--- config.mk ---
export PLATFORM = sky130hd
export DESIGN_NAME = ysyx_24100005_core_seq
export DESIGN_NICKNAME = d
export VERILOG_FILES = /design/src/rtl/ysyx_24100005_core_seq.sv
export SDC_FILE = /design/constraint.sdc
export NUM_CORES = 1
export LEC_CHECK = 0
export CAP_MARGIN = 20
export CORE_UTILIZATION = 35
export CTS_CLUSTER_DIAMETER = 120
export DETAILED_ROUTE_END_ITERATION = 8
export SLEW_MARGIN = 10
export SYNTH_ARGS = -nofsm -noshare
export SYNTH_HDL_FRONTEND = slang
export SYNTH_SLANG_ARGS = --single-unit
--- constraint.sdc ---
create_clock -name clk -period 4.9 [get_ports clk]
set_input_delay 0.98 -clock clk [delete_from_list [all_inputs] [get_ports clk]]
set_output_delay 0.98 -clock clk [all_outputs]
set_load 0.005 [all_outputs]
--- src/rtl/ysyx_24100005_core_seq.sv ---
// ysyx_24100005_core_seq: multi-cycle fetch/wait/exec sequencer with ebreak halt and fetch timeout
// Ports: clk/rst (async active-low); imem_req/imem_addr out, imem_rvalid/imem_rdata in;
// exec_stall in; inst/pc/instret/rf_wen out; sticky halt and fetch_err out.
module ysyx_24100005_core_seq #(
    parameter logic [31:0] RESET_PC = 32'h8000_0000,
    parameter int          TIMEOUT  = 16
) (
    input  logic        clk,
    input  logic        rst,
    output logic        imem_req,
    output logic [31:0] imem_addr,
    input  logic        imem_rvalid,
    input  logic [31:0] imem_rdata,
    input  logic        exec_stall,
    output logic [31:0] inst,
    output logic [31:0] pc,
    output logic        rf_wen,
    output logic [31:0] instret,
    output logic        halt,
    output logic        fetch_err
);
    localparam logic [31:0] EBREAK = 32'h0010_0073;
    localparam logic [7:0]  LAST   = 8'(TIMEOUT - 1);
    typedef enum logic [2:0] {S_FETCH, S_WAIT, S_EXEC, S_HALT, S_ERR} state_e;
    state_e      state_q, state_d;
    logic [31:0] pc_q, pc_d, inst_q, inst_d, instret_q, instret_d;
    logic [7:0]  cnt_q, cnt_d;
    logic        halt_q, halt_d, err_q, err_d;
    logic        is_ebreak, retire, wr_op, timed_out;
    always_ff @(posedge clk or negedge rst) begin
        if (!rst) begin
            state_q   <= S_FETCH;
            pc_q      <= RESET_PC;
            inst_q    <= '0;
            instret_q <= '0;
            cnt_q     <= '0;
            halt_q    <= 1'b0;
            err_q     <= 1'b0;
        end else begin
            state_q   <= state_d;
            pc_q      <= pc_d;
            inst_q    <= inst_d;
            instret_q <= instret_d;
            cnt_q     <= cnt_d;
            halt_q    <= halt_d;
            err_q     <= err_d;
        end
    end
    assign is_ebreak = inst_q == EBREAK;
    assign timed_out = state_q == S_WAIT && !imem_rvalid && cnt_q == LAST;
    always_comb begin
        state_d = state_q;
        case (state_q)
            S_FETCH: state_d = S_WAIT;
            S_WAIT:  state_d = imem_rvalid ? S_EXEC : (timed_out ? S_ERR : S_WAIT);
            S_EXEC:  state_d = exec_stall ? S_EXEC : (is_ebreak ? S_HALT : S_FETCH);
            default: state_d = state_q;
        endcase
    end
    always_comb begin
        retire    = state_q == S_EXEC && !exec_stall && !is_ebreak;
        pc_d      = retire ? pc_q + 32'd4 : pc_q;
        instret_d = retire ? instret_q + 32'd1 : instret_q;
        inst_d    = (state_q == S_WAIT && imem_rvalid) ? imem_rdata : inst_q;
        // The wait counter restarts on every FETCH so each WAIT begins from zero.
        cnt_d     = state_q == S_FETCH ? 8'd0 : (state_q == S_WAIT ? cnt_q + 8'd1 : cnt_q);
        halt_d    = halt_q | (state_q == S_EXEC && !exec_stall && is_ebreak);
        err_d     = err_q | timed_out;
    end
    always_comb begin
        wr_op = inst_q[6:0] == 7'b0010011 || inst_q[6:0] == 7'b0110011 ||
                inst_q[6:0] == 7'b0110111 || inst_q[6:0] == 7'b0010111 ||
                inst_q[6:0] == 7'b1101111 || inst_q[6:0] == 7'b1100111 ||
                inst_q[6:0] == 7'b0000011;
        // FETCH is the reset state, so the strobe is gated by rst to stay low while held in reset.
        imem_req  = rst && state_q == S_FETCH;
        rf_wen    = retire && wr_op && inst_q[11:7] != 5'd0;
    end
    assign imem_addr = pc_q;
    assign pc        = pc_q;
    assign inst      = inst_q;
    assign instret   = instret_q;
    assign halt      = halt_q;
    assign fetch_err = err_q;
endmodule

==> impl_metrics.ini <==
[sta]
skew_ps = 5.680
setup_viol = 0
drv_slew = 0
fin_crit_sh_pct = 74.47
setup-tns-final_ps = 0
worst_pin_slew_ps = 898.6
hold_ws_ps = 465.4
maxSlewHeadroom_pct = 40.09
period_needed_ps = 3649
hold_viol = 0
rsz0062_at_grt = false
fmax_ghz = 0.2741

[setup_path]
crit_top_cell = clkdlybuf4s50_1
path_cells = clkdlybuf4s50_1, nor4b_2, nand4_1, a21oi_1, clkdlybuf4s50_1
cp_slowest_cell = clkdlybuf4s50_1
cp_slowest_stage_delay_ps = 580
timing.critical_path.buf_inv = 2
cp-startpoint = exec_stall
crit_path_max_fanout = 4
cp-end-kind = output pin
crit_path_start_kind = input port
cp_data_required_time_ps = 3920
arrival_ps = 2670
crit_type = in -> out
timing.rr.start = state_q[0]$_DFFE_PN0P_
crit_family = buffers and inverters

[routing]
firstDrtPassIters = 4
wl_per_cell_um = 15.38
via_count = 3883
drc = 0
drt_iter0_drc = 254
viasPerCell = 4.934
finalWirelength_um = 12100
drtAntennaViolNets = 0

[min_path]
hold_start = halt$_DFF_PN0_
min_path_type = reg -> reg

[synth]
yosysSeqAreaShare_pct = 52.04
synth_area_leaders = dfrtp_1, xor2_1, mux2_2
synth_commonest_cells = dfrtp_1, xor2_1, nand2_1, mux2_2, buf_4
yosysUniqueCellTypes = 40
netlist_area_sq_um = 5147
synth_top_area_cell = dfrtp_1
synth.ff_latch_count = 107
ys.flop_type = dfrtp_1
synth_edf_count = 0
synth.avg_cell_area_sq_um = 10.95
yosysTopAreaCellShare_pct = 51.53
ys_async_sr_fraction_pct = 100.0
synth_most_common_cell = dfrtp_1
yosysWarnings = 0
synth_cells = 470

[floorplanning]
die_x_um = 123.3
die_h_um = 123.3
rows = 43
initial_core_util_pct = 36.52
pin_count = 168
die_area_sq_um = 15200
placeableCoreArea_sq_um = 14100

[global_route]
antenna_found_initial = 0
grt.overflow.total = 0
grt_pass1_vias = 3797
grt_pass1_wl_um = 19630
grt_max_degree = 74
grt_usage_pct = 16.94

[placement]
io_buffers = 163
place.gp.congestion = 0.7624
hpwl_um = 8468

[clock_tree]
numCtsBuffers = 9
cts-root-buf = clkbuf_16
clockBufferDepth = 2
htreeDepth = 3
cts_num_sinks = 107
clk_latency_ps = 350
cts_tree = yes
holdBufCountCts = 0
post-cts-setup-buffers = 0
clk_pin_slew_ps = 70
ctsResizeCount = 0

[status]
status = finished, final reports clean

[finish]
n_antenna_cell = 0
layout-drive-gt1-share_pct = 11.04
area_growth_syn_to_layout_pct = 38.14
finalNetCount = 641
post-route-util_pct = 50.44

[power_and_ir_drop]
irDropWorstVdd_mv = 0.1744
pwr_density_cell_nw_per_um2 = 254.3
leakage_nw = 3.296

[run]
drv_cap = 0
worst reg2reg max path, stage by stage, from the launching register on:
cell	delay, ps
dfrtp_1	470
or4b_1	540
buf_4	240
or4_1	720
nand2b_4	240
nor4b_4	250
xor2_1	170
path summary, 6_finish.rpt:
| check | end | slack, ps | cells after the start |
|---|---|---|---|
| max | rf_wen | 1250 | 5 |
| max in group asynchronous | instret[16]$_DFFE_PN0P_ | 3060 | 2 |
| min in group asynchronous | inst[9]$_DFFE_PN0P_ | 570 | 1 |
| min | halt$_DFF_PN0_ | 470 | 1 |
| min reg2reg | halt$_DFF_PN0_ | 470 | 1 |
| max reg2reg | instret[26]$_DFFE_PN0P_ | 2200 | 6 |
cell type report:
class	count	area (sq um)
Fill cell	1281	6985
Sequential cell	107	2679
Tap cell	180	225.2
Timing Repair Buffer	168	1667
Clock inverter	7	138.9
Multi-Input combinational cell	309	2150
Clock buffer	9	225.2
Inverter	7	26.28
layer usage:
layer,track usage (%),wire length (um)
met5,0,0
met4,6.702,212
met3,6.042,969
met2,25.35,5477
met1,22.29,5445
power by group:
part / leakage, nW / switching [W] / internal [W]
sequential: 1.47 / 0 / 0.000883
combinational: 1.64 / 0.0000214 / 0.0000248
clock: 0.180 / 0.000328 / 0.000551
registers in the layout (all words and copies together), names as in the netlist:
name       count
inst          32
instret       32
cnt_q          8
halt           1
imem_addr     30
state_q        3
fetch_err      1
cells in the final DEF (no fill, tap or decap), types with 4 or more instances in the layout:
cell type and instances:
dfrtp_1 106, nor2_1 22, xnor2_1 4, o21ai_0 6, nand2_1 37, nor3_1 24
inv_1 7, buf_4 6, conb_1 4, or2_2 4, a21oi_1 4, nor4_1 29
bufinv_16 4, clkbuf_16 9, nand4_1 15, nand3_1 25, nor4b_1 8, xor2_1 59
clkdlybuf4s50_1 162, mux2_2 35
stage by stage:
| stage | area (sq um) | instances | power [W] | setup slack, ps |
|---|---|---|---|---|
| floorplan | 5159 | 473 | 0.0009035 | 2008 |
| global placement | 6746 | 771 | 0.0009466 | 1325 |
| detailed placement | 6746 | 771 | 0.0009475 | 1269 |
| CTS | 7111 | 787 | 0.001834 | 1245 |
| global route | 7111 | 787 | 0.001871 | 1134 |
| finish | 7111 | 787 | 0.001808 | 1251 |
logic make-up after synthesis:
family / Yosys count / synth area share [%]
other cells: 1 / 0.07285
simple gates: 189 / 20.37
compound gates: 14 / 1.556
mux: 36 / 7.851
buf+inv: 57 / 6.660
xor+xnor: 63 / 10.72
flops: 107 / 52.04
fa+ha+maj: 3 / 0.7293
Note: power is estimated with default switching activity, not from simulation.
